`src/rtl/ex_result_stage.sv`:
```
// ex_result_stage: EX/MEM pipeline register sitting behind the shifter and the ALU.
// It selects the execute result, registers it with the instruction's control bits,
// and owns the Z/V/N flag register, the sticky halt state and the retired counter.
module ex_result_stage #(
    parameter int WIDTH = 16
) (
    input  logic             clk,
    input  logic             rst,
    input  logic             stall,
    input  logic             flush,
    input  logic             in_valid,
    input  logic [3:0]       opcode,
    input  logic [WIDTH-1:0] alu_out,
    input  logic             alu_ovfl,
    input  logic [WIDTH-1:0] shift_out,
    input  logic [3:0]       dst_reg,
    input  logic             reg_write,
    input  logic             mem_read,
    input  logic             mem_write,
    input  logic [WIDTH-1:0] store_data,
    output logic             out_valid,
    output logic [WIDTH-1:0] result,
    output logic [3:0]       out_dst_reg,
    output logic             out_reg_write,
    output logic             out_mem_read,
    output logic             out_mem_write,
    output logic [WIDTH-1:0] out_store_data,
    output logic             flag_z,
    output logic             flag_v,
    output logic             flag_n,
    output logic             halted,
    output logic [15:0]      retired
);

    localparam logic [3:0] OP_ADD = 4'b0000;
    localparam logic [3:0] OP_SUB = 4'b0001;
    localparam logic [3:0] OP_XOR = 4'b0010;
    localparam logic [3:0] OP_SLL = 4'b0100;
    localparam logic [3:0] OP_SRA = 4'b0101;
    localparam logic [3:0] OP_ROR = 4'b0110;
    localparam logic [3:0] OP_HLT = 4'b1111;

    logic             accept_s;
    logic             is_shift_s;
    logic             is_hlt_s;
    logic             wr_zvn_s;
    logic             wr_z_s;
    logic [WIDTH-1:0] sel_result_s;
    logic             ctrl_pass_s;

    logic             out_valid_r;
    logic [WIDTH-1:0] result_r;
    logic [3:0]       out_dst_reg_r;
    logic             out_reg_write_r;
    logic             out_mem_read_r;
    logic             out_mem_write_r;
    logic [WIDTH-1:0] out_store_data_r;
    logic             flag_z_r;
    logic             flag_v_r;
    logic             flag_n_r;
    logic             halted_r;
    logic [15:0]      retired_r;

    // Decode the opcode into result-select, flag-write and halt classes.
    always_comb begin
        is_shift_s = 1'b0;
        is_hlt_s   = 1'b0;
        wr_zvn_s   = 1'b0;
        wr_z_s     = 1'b0;
        case (opcode)
            OP_ADD, OP_SUB: begin
                wr_zvn_s = 1'b1;
            end
            OP_XOR: begin
                wr_z_s = 1'b1;
            end
            OP_SLL, OP_SRA, OP_ROR: begin
                is_shift_s = 1'b1;
                wr_z_s     = 1'b1;
            end
            OP_HLT: begin
                is_hlt_s = 1'b1;
            end
            default: begin
                is_shift_s = 1'b0;
            end
        endcase
    end

    // Select the execute result and work out whether the instruction is taken this cycle.
    always_comb begin
        accept_s = in_valid & ~stall & ~flush & ~halted_r;
        if (is_shift_s) begin
            sel_result_s = shift_out;
        end else begin
            sel_result_s = alu_out;
        end
        // HLT travels down the pipe as a live entry but must not write anything.
        if (accept_s && !is_hlt_s) begin
            ctrl_pass_s = 1'b1;
        end else begin
            ctrl_pass_s = 1'b0;
        end
    end

    // Stage register: reset > flush (bubble) > stall (hold) > capture.
    always_ff @(posedge clk) begin
        if (rst) begin
            out_valid_r      <= 1'b0;
            result_r         <= {WIDTH{1'b0}};
            out_dst_reg_r    <= 4'd0;
            out_reg_write_r  <= 1'b0;
            out_mem_read_r   <= 1'b0;
            out_mem_write_r  <= 1'b0;
            out_store_data_r <= {WIDTH{1'b0}};
        end else if (flush) begin
            out_valid_r      <= 1'b0;
            out_reg_write_r  <= 1'b0;
            out_mem_read_r   <= 1'b0;
            out_mem_write_r  <= 1'b0;
        end else if (!stall) begin
            out_valid_r      <= accept_s;
            result_r         <= sel_result_s;
            out_dst_reg_r    <= dst_reg;
            out_store_data_r <= store_data;
            out_reg_write_r  <= reg_write & ctrl_pass_s;
            out_mem_read_r   <= mem_read  & ctrl_pass_s;
            out_mem_write_r  <= mem_write & ctrl_pass_s;
        end
    end

    // Architectural flags: only an accepted flag-writing instruction changes them.
    always_ff @(posedge clk) begin
        if (rst) begin
            flag_z_r <= 1'b0;
            flag_v_r <= 1'b0;
            flag_n_r <= 1'b0;
        end else if (accept_s) begin
            if (wr_zvn_s || wr_z_s) begin
                flag_z_r <= (sel_result_s == {WIDTH{1'b0}});
            end
            if (wr_zvn_s) begin
                flag_v_r <= alu_ovfl;
                flag_n_r <= sel_result_s[WIDTH-1];
            end
        end
    end

    // Sticky halt and the retired-instruction counter (wraps naturally at 16 bits).
    always_ff @(posedge clk) begin
        if (rst) begin
            halted_r  <= 1'b0;
            retired_r <= 16'd0;
        end else if (accept_s) begin
            retired_r <= retired_r + 16'd1;
            if (is_hlt_s) begin
                halted_r <= 1'b1;
            end
        end
    end

    assign out_valid      = out_valid_r;
    assign result         = result_r;
    assign out_dst_reg    = out_dst_reg_r;
    assign out_reg_write  = out_reg_write_r;
    assign out_mem_read   = out_mem_read_r;
    assign out_mem_write  = out_mem_write_r;
    assign out_store_data = out_store_data_r;
    assign flag_z         = flag_z_r;
    assign flag_v         = flag_v_r;
    assign flag_n         = flag_n_r;
    assign halted         = halted_r;
    assign retired        = retired_r;

endmodule
```
`config.mk`:
```
export PLATFORM = sky130hd
export DESIGN_NAME = ex_result_stage
export DESIGN_NICKNAME = d
export VERILOG_FILES = /design/src/rtl/ex_result_stage.sv
export SDC_FILE = /design/constraint.sdc
export NUM_CORES = 1
export LEC_CHECK = 0
export CAP_MARGIN = 30
export CORE_ASPECT_RATIO = 0.5
export CORE_MARGIN = 2
export CORE_UTILIZATION = 30
export DETAILED_ROUTE_END_ITERATION = 8
export HOLD_SLACK_MARGIN = 0.15
export SYNTH_ARGS = -nofsm -noshare
export SYNTH_HDL_FRONTEND = slang
export SYNTH_SLANG_ARGS = --single-unit
```
`constraint.sdc`:
```
create_clock -name clk -period 3.9 [get_ports clk]
set_clock_uncertainty 0.15 [all_clocks]
set_input_delay 0.975 -clock clk [delete_from_list [all_inputs] [get_ports clk]]
set_output_delay 0.975 -clock clk [all_outputs]
set_load 0.01 [all_outputs]
```
==> flow_metrics.py, run 1 <==
metrics = {
    "worst_setup_path": {
        "crit_required_ns": 4.01,
        "slowest_stage": "clkdlybuf4s50_1",
        "criticalPathCategory": "in2reg",
        "worstPathMaxFanout": 11,
        "cp_num_buf_inv": 1,
        "slowest_delay_ns": 0.60,
        "critPathTopFamily": "simple AND/OR/NAND/NOR gates",
        "path_cells": "clkdlybuf4s50_1, nor4b_4, nand4_2, or4_1, a21oi_1",
        "endpoint_kind": "register",
        "crit_path_start_kind": "input pin",
        "critical_path_arrival_ns": 3.05,
    },
    "sta": {
        "fin_crit_ns": 2.94,
        "slew_violations": 0,
        "final_hold_viol_count": 0,
        "fin_crit_sh_pct": 75.3,
        "fin_ws_ns": 0.963,
        "rsz0062_at_grt": "no",
        "tns_ns": 0,
        "worstMarginPinSlew_ns": 0.707,
        "max_freq_mhz": 340,
        "setup_violations": 0,
        "slew_headroom_pct": 52.7,
    },
    "grt": {
        "antenna_found_initial": 0,
        "grt_remaining_overflow": 0,
        "grt_pass1_wl_mm": 11.9,
        "grt_pass1_vias": 2496,
        "grt_max_degree": 38,
        "grt_usage_pct": 17.1,
    },
    "pwr": {
        "irDropWorstVdd_mv": 0.239,
        "power.leakage_nw": 1.53,
        "powerDensity_mw_per_mm2": 426,
    },
    "place": {
        "portBuffers": 124,
        "place_congestion": 0.776,
        "placed_area_mm2": 0.00384,
        "hpwl_mm": 5.48,
        "dp_slack_ns": 0.646,
    },
    "synthesis": {
        "synth.distinct_cells": 35,
        "seq_area_frac_synth_pct": 47.6,
        "synth.cell_area_mm2": 0.00252,
        "synth-seq-cells": 60,
        "syn_nets": 356,
        "synth.avg_cell_area_um2": 8.70,
        "async_reset_ff_share_pct": 0,
        "synth_edf_count": 0,
        "synth_ff_type": "dfxtp_1",
        "synth_area_leaders": "dfxtp_1 48%, nand2_1 7.1%, mux2i_1 6.7%, a21oi_1 6.0%, a211oi_1 5.1%",
        "post-synth-top-area-cell": "dfxtp_1",
        "yosysWarnings": 0,
        "synthCells": 290,
        "yosys.area.top_type_share_pct": 47.6,
    },
    "detailed_routing": {
        "ant_nets": 0,
        "routedWlPerCell_um": 14.1,
        "drc": 0,
        "drt_iter0_drc": 105,
        "viasPerCell": 4.79,
        "vias": 2513,
        "routed_wirelength_mm": 7.38,
        "dr.pass1.iters": 4,
    },
    "die": {
        "start_util_pct": 31.2,
        "die_y_um": 68.8,
        "dieArea_mm2": 0.00920,
        "core_mm2": 0.00809,
        "num_rows": 23,
        "chipWidth_um": 134,
        "ioPinCount": 125,
    },
    "cts": {
        "cts.sinks": 60,
        "clk_latency_ns": 0.33,
        "clockBufferDepth": 2,
        "cts_tree": "yes",
        "ctsRootBufferMaster": "clkbuf_16",
        "cts_buffers": 9,
        "clkTransAtPathRegs_ns": 0.05,
        "ctsResizeCount": 0,
        "post_cts_buffers": 0,
        "h-tree-depth": 3,
        "hold_buffers": 0,
    },
    "layout": {
        "area_delta_synth_final_pct": 66.0,
        "drive_above_1_share_pct": 6.05,
        "stdcell_area_mm2": 0.00419,
        "nets": 474,
        "antenna_cells": 0,
    },
    "run": {
        "cap_viol_max_count": 0,
    },
    "run_status": {
        "status": "finished, final reports clean",
    },
    "worst_hold_path": {
        "min_path_type": "reg2reg",
    },
}
[placed cells by master, fill, tap and decap left out, types with 3 or more instances in the layout]
master and count:
nand2_1 48, a21oi_1 30, buf_4 3, clkbuf_16 9, nor3_1 6, and3_1 3
nor2_1 28, or2_2 3, a22oi_1 3, mux2i_1 17, nand4_1 4, a211oi_1 17
dfxtp_1 60, or3_1 5, bufinv_16 3, clkdlybuf4s50_1 123, nand3_1 3, o31ai_1 5
xor2_1 6, nor4_1 6, or4_1 6, o21ai_0 3
[path summary, 6_finish.rpt]
path | start | endpoint | slack (ns) | cells after the start
max reg2reg | halted$_SDFFE_PP0P_ | retired[13]$_SDFFE_PP0N_ | 1.91 | 4
min reg2reg | out_store_data[0]$_SDFFE_PP0P_ | out_store_data[0]$_SDFFE_PP0P_ | 0.30 | 2
min | out_store_data[0]$_SDFFE_PP0P_ | out_store_data[0]$_SDFFE_PP0P_ | 0.30 | 2
max | stall | retired[13]$_SDFFE_PP0N_ | 0.96 | 5
[cells in the mapped netlist, types with 2 or more instances]
| library cell | number |
|---|---|
| a211oi_1 | 17 |
| clkbuf_1 | 16 |
| xor2_1 | 6 |
| buf_6 | 2 |
| a22oi_1 | 3 |
| nor4_1 | 6 |
| and3_1 | 3 |
| o31ai_1 | 5 |
| nor3_1 | 6 |
| nand4_1 | 4 |
| nor2_1 | 29 |
| or4_1 | 6 |
| a31oi_1 | 2 |
| or2_2 | 3 |
| buf_2 | 2 |
| or3_1 | 5 |
| o21ai_0 | 3 |
| nand3_1 | 3 |
| nand2_1 | 48 |
| inv_1 | 2 |
| dfxtp_1 | 60 |
| a21oi_1 | 30 |
| mux2i_1 | 17 |
[through the flow]
step	instances	util (%)	hold slack [ns]	total power, mW
6_report	525	51.8	0.302	1.78
5_1_grt	525	51.8	0.325	1.84
4_1_cts	525	51.8	0.306	1.80
3_5_place_dp	509	47.4	0.298	0.868
3_3_place_gp	509	47.4	0.293	0.864
2_1_floorplan	290	-	0.331	0.739
[logic make-up after synthesis]
logic type | share of synthesized area [%]
simple gates | 23.2
compound gates | 15.5
flops | 47.6
buf+inv | 3.97
mux | 6.75
xor+xnor | 2.43
fa+ha+maj | 0.496
[power by group]
group / switching, mW / leakage [nW] / internal (mW) / total (mW)
sequential: 0.0120 / 0.489 / 0.636 / 0.648
combinational: 0.0860 / 0.871 / 0.121 / 0.207
clock: 0.270 / 0.173 / 0.657 / 0.927
[area by class of cell]
cell class / count / area (um^2)
Tap cell: 112 / 140
Multi-Input combinational cell: 208 / 1230
Clock buffer: 12 / 256
Inverter: 2 / 7.51
Clock inverter: 4 / 95.1
Fill cell: 734 / 3900
Sequential cell: 60 / 1200
Timing Repair Buffer: 127 / 1260
[per-layer routing]
metal	track usage, %	vias up	share of wire, %
met5	0	-	0
met3	5.70	11	5.3
met4	9.31	0	1.7
li1	-	1267	-
met1	17.9	1173	43
met2	31.6	62	50
[worst min-delay path, cell delays in order (launching register included)]
cell and delay, ns:
dfxtp_1 0.30, nand2_1 0.05, a21oi_1 0.05
No activity file was read; power rests on OpenSTA's default activity.
==> run 2, diff against run 1 <==
PLACE_DENSITY = 0.65   (was unset)
clock period = 2.7 ns   (was 3.9 ns; I/O delays follow)
==> flow_metrics.py, run 2 (synthesized netlist as in run 1, its figures left out) <==
metrics = {
    "grt": {
        "grt_remaining_overflow": 0,
        "grt_usage_pct": 15.7,
        "grt_max_degree": 51,
        "antenna_found_initial": 0,
        "grt_pass1_wl_mm": 11.2,
        "grt_pass1_vias": 2294,
    },
    "worst_setup_path": {
        "endpoint_kind": "register",
        "worstPathMaxFanout": 10,
        "criticalPathCategory": "in2reg",
        "crit_path_start_kind": "input pin",
        "crit_required_ns": 2.81,
        "slowest_delay_ns": 0.52,
        "critical_path_arrival_ns": 2.50,
        "cp_num_buf_inv": 1,
        "critPathTopFamily": "simple AND/OR/NAND/NOR gates",
        "path_cells": "clkdlybuf4s50_1, nor4b_4, nand4_2, or4_1, a21oi_1",
        "slowest_stage": "or4_1",
    },
    "cts": {
        "hold_buffers": 0,
        "cts_buffers": 9,
        "cts.sinks": 60,
        "ctsRootBufferMaster": "clkbuf_16",
        "clockBufferDepth": 2,
        "post_cts_buffers": 0,
        "h-tree-depth": 3,
        "clkTransAtPathRegs_ns": 0.05,
        "clk_latency_ns": 0.32,
        "cts_tree": "yes",
        "ctsResizeCount": 0,
    },
    "layout": {
        "layout_common_cells": "123 x clkdlybuf4s50_1, 60 x dfxtp_1, 48 x nand2_1, 30 x a21oi_1, 28 x nor2_1",
        "nets": 485,
        "drive_above_1_share_pct": 8.25,
        "multi_input_area_mm2": 0.00123,
        "fin_util_pct": 52.3,
        "seq_area_mm2": 0.00120,
        "layout_commonest_cell": "clkdlybuf4s50_1",
        "area_delta_synth_final_pct": 67.7,
        "fill_cells": 777,
        "antenna_cells": 0,
    },
    "place": {
        "portBuffers": 124,
        "place_congestion": 0.790,
        "hpwl_mm": 5.22,
        "dp_slack_ns": -0.0340,
    },
    "die": {
        "dieArea_mm2": 0.00920,
        "start_util_pct": 31.2,
        "core_mm2": 0.00809,
        "chipWidth_um": 134,
        "ioPinCount": 125,
        "num_rows": 23,
        "die_y_um": 68.8,
    },
    "detailed_routing": {
        "dr.pass1.iters": 4,
        "ant_nets": 0,
        "routedWlPerCell_um": 13.2,
        "viasPerCell": 4.71,
        "drt_iter0_drc": 77,
        "drc": 0,
        "vias": 2523,
        "routed_wirelength_mm": 7.07,
    },
    "sta": {
        "final_hold_viol_count": 0,
        "worstMarginPinSlew_ns": 0.737,
        "rsz0062_at_grt": "no",
        "setup_violations": 0,
        "fin_crit_sh_pct": 88.8,
        "fin_crit_ns": 2.40,
        "hold_slack_ns": 0.300,
        "slew_violations": 0,
        "slew_headroom_pct": 50.9,
        "max_freq_mhz": 417,
        "fin_ws_ns": 0.302,
        "tns_ns": 0,
    },
    "pwr": {
        "irDropWorstVdd_mv": 0.413,
        "p_total_mw": 2.34,
        "powerDensity_mw_per_mm2": 554,
        "power.leakage_nw": 1.56,
    },
    "run": {
        "cap_viol_max_count": 0,
    },
    "worst_hold_path": {
        "min_path_type": "reg2reg",
    },
    "run_status": {
        "status": "finished, final reports clean",
    },
}
==> run 2: cell count changes in the layout (fill, tap and decap cells not counted), sizes merged <==
cell	before	now
clkbuf	12	11
clkinv	1	3
bufinv	3	1
clkinvlp	0	1
buf	4	15
==> run 2: per-stage QoR <==
stage	instance area, um^2	cells
CTS	4230	536
global placement	3940	520
global route	4230	536
detailed placement	3940	520
finish	4230	536
floorplan	2520	290
==> run 2: worst min-delay path: cells and delay by family (launching register included) <==
family / cells / cell delay [ns]
AND/OR/NAND/NOR: 1 / 0.05
flip-flops: 1 / 0.30
AO/OA/AOI/OAI: 1 / 0.05
==> run 2: worst paths after layout <==
check        depth (start not counted)                           start                              to  slack [ns]
max                                  5                           stall        retired[15]$_SDFFE_PP0N_        0.30
min                                  2  out_store_data[3]$_SDFFE_PP0P_  out_store_data[3]$_SDFFE_PP0P_        0.30
max reg2reg                          4             halted$_SDFFE_PP0P_        retired[15]$_SDFFE_PP0N_        0.77
min reg2reg                          2  out_store_data[3]$_SDFFE_PP0P_  out_store_data[3]$_SDFFE_PP0P_        0.30
==> run 2: layout make-up <==
| class | instances | area share [%] |
|---|---|---|
| clock buffer | 11 | 5.50 |
| clock inverter | 5 | 1.24 |
| inverter | 2 | 0.178 |
| multi-input combinational | 208 | 29.1 |
| sequential | 60 | 28.4 |
| tap | 112 | 3.31 |
| timing repair buffer | 138 | 32.3 |
==> run 2: routing by layer <==
metal | up-vias | track usage, % | part of all wire, %
met1 | 1156 | 18.1 | 44
met3 | 10 | 5.92 | 6.0
met5 | - | 0 | 0
met2 | 63 | 27.4 | 48
met4 | 0 | 5.59 | 1.5
li1 | 1294 | - | -
==> run 2: power breakdown <==
group	switching [mW]	internal, mW
clock	0.390	0.709
combinational	0.125	0.185
sequential	0.0164	0.919
==> run 3, diff against run 2 <==
CORE_UTILIZATION = 36   (was 30)
PLACE_DENSITY = 0.76   (was 0.65)
==> flow_metrics.py, run 3 (synthesized netlist as in run 1, its figures left out) <==
metrics = {
    "cts": {
        "hold_buffers": 0,
        "h-tree-depth": 3,
        "clkTransAtPathRegs_ns": 0.05,
        "ctsResizeCount": 0,
        "post_cts_buffers": 0,
        "clk_latency_ns": 0.31,
        "cts_buffers": 9,
        "ctsRootBufferMaster": "clkbuf_16",
        "cts_tree": "yes",
        "cts.sinks": 60,
        "clockBufferDepth": 2,
    },
    "worst_setup_path": {
        "r2r-start": "retired[5]$_SDFFE_PP0N_",
        "crit_path_start_kind": "input pin",
        "criticalPathCategory": "in2reg",
        "critical_path_arrival_ns": 2.57,
        "r2r_end": "retired[12]$_SDFFE_PP0N_",
        "endpoint_kind": "register",
        "r2r_cells": 4,
        "r2r_slack_ns": 0.76,
        "worstPathMaxFanout": 10,
        "crit_required_ns": 2.79,
    },
    "detailed_routing": {
        "dr.pass1.iters": 4,
        "viasPerCell": 5.13,
        "vias": 2635,
        "drt_iter0_drc": 184,
        "routedWlPerCell_um": 14.4,
        "ant_nets": 0,
        "routed_wirelength_mm": 7.42,
        "drc": 0,
    },
    "place": {
        "dp_slack_ns": -0.0950,
        "dp.cells": 500,
        "hpwl_mm": 5.62,
        "portBuffers": 124,
        "place_congestion": 0.796,
    },
    "die": {
        "ioPinCount": 125,
        "num_rows": 21,
        "dieArea_mm2": 0.00773,
        "start_util_pct": 37.5,
        "die_y_um": 63.2,
        "chipWidth_um": 122,
        "core_mm2": 0.00673,
    },
    "sta": {
        "setup_violations": 0,
        "final_hold_viol_count": 0,
        "slew_violations": 0,
        "fin_ws_ns": 0.224,
        "rsz0062_at_grt": "no",
        "fin_crit_sh_pct": 91.7,
        "fin_crit_ns": 2.48,
        "max_freq_mhz": 404,
        "slew_headroom_pct": 59.8,
        "tns_ns": 0,
        "worstMarginPinSlew_ns": 0.604,
    },
    "layout": {
        "fin_util_pct": 62.1,
        "nets": 485,
        "antenna_cells": 0,
        "layout_common_cells": "123 x clkdlybuf4s50_1, 60 x dfxtp_1, 48 x nand2_1, 30 x a21oi_1, 28 x nor2_1",
        "layout_commonest_cell": "clkdlybuf4s50_1",
        "area_delta_synth_final_pct": 65.6,
        "fin_cells": 514,
        "fill_cells": 583,
        "seq_area_mm2": 0.00120,
        "multi_input_area_mm2": 0.00123,
        "drive_above_1_share_pct": 8.06,
    },
    "worst_hold_path": {
        "min_path_type": "reg2reg",
        "holdPathStages": 2,
        "hold_end": "out_store_data[14]$_SDFFE_PP0P_",
        "min_from": "out_store_data[14]$_SDFFE_PP0P_",
    },
    "pwr": {
        "powerDensity_mw_per_mm2": 533,
        "power.leakage_nw": 1.55,
        "irDropWorstVdd_mv": 0.347,
    },
    "run": {
        "cap_viol_max_count": 0,
    },
    "grt": {
        "grt_pass1_wl_mm": 12.4,
        "antenna_found_initial": 0,
        "grt_pass1_vias": 2729,
        "grt_remaining_overflow": 0,
        "grt_usage_pct": 20.2,
        "grt_max_degree": 51,
    },
    "run_status": {
        "status": "finished, final reports clean",
    },
}
==> run 3: final cells by class <==
type	count	area share (%)
multi-input cells	208	29.4
inverters	2	0.180
well taps	92	2.76
repair buffers	138	32.7
flip-flops and latches	60	28.8
clock inverters	3	0.359
clock buffers	11	5.81
==> run 3: worst max path at each step <==
stage                     depth (start not counted)                  endpoint  startpoint
final                                             5  retired[13]$_SDFFE_PP0N_       stall
after global routing                              5  retired[13]$_SDFFE_PP0N_       stall
after CTS                                         5  retired[13]$_SDFFE_PP0N_       stall
after detailed placement                          5  retired[13]$_SDFFE_PP0N_       stall
after global placement                            5  retired[15]$_SDFFE_PP0N_       stall
after floorplan                                   6  retired[15]$_SDFFE_PP0N_       stall
==> run 3: through the flow <==
stage | power, mW | cell area (um^2) | hold slack, ns
2_1_floorplan | 1.07 | 2520 | 0.331
3_3_place_gp | 1.26 | 3920 | 0.293
3_5_place_dp | 1.27 | 3920 | 0.299
4_1_cts | 2.25 | 4180 | 0.306
5_1_grt | 2.33 | 4180 | 0.317
6_report | 2.23 | 4180 | 0.303
==> run 3: per-layer routing <==
metal  wire length (um)  up-vias  global-route usage, %
met5                  0        -                      0
met2               3840       68                   34.8
met1               3090     1259                   23.7
met4                136        0                   8.05
li1                   -     1296                      -
met3                359       12                   5.80
==> run 3: worst max-delay path, stage by stage <==
cell and delay, ns:
clkdlybuf4s50_1 0.51, nor4b_4 0.43, nand4_2 0.28, or4_1 0.53, a21oi_1 0.15
==> run 3: where the power goes <==
part	total (mW)	switching [mW]	internal [mW]	leakage, nW
Sequential	0.938	0.0178	0.920	0.489
Clock	0.977	0.349	0.628	0.131
Combinational	0.314	0.128	0.185	0.931
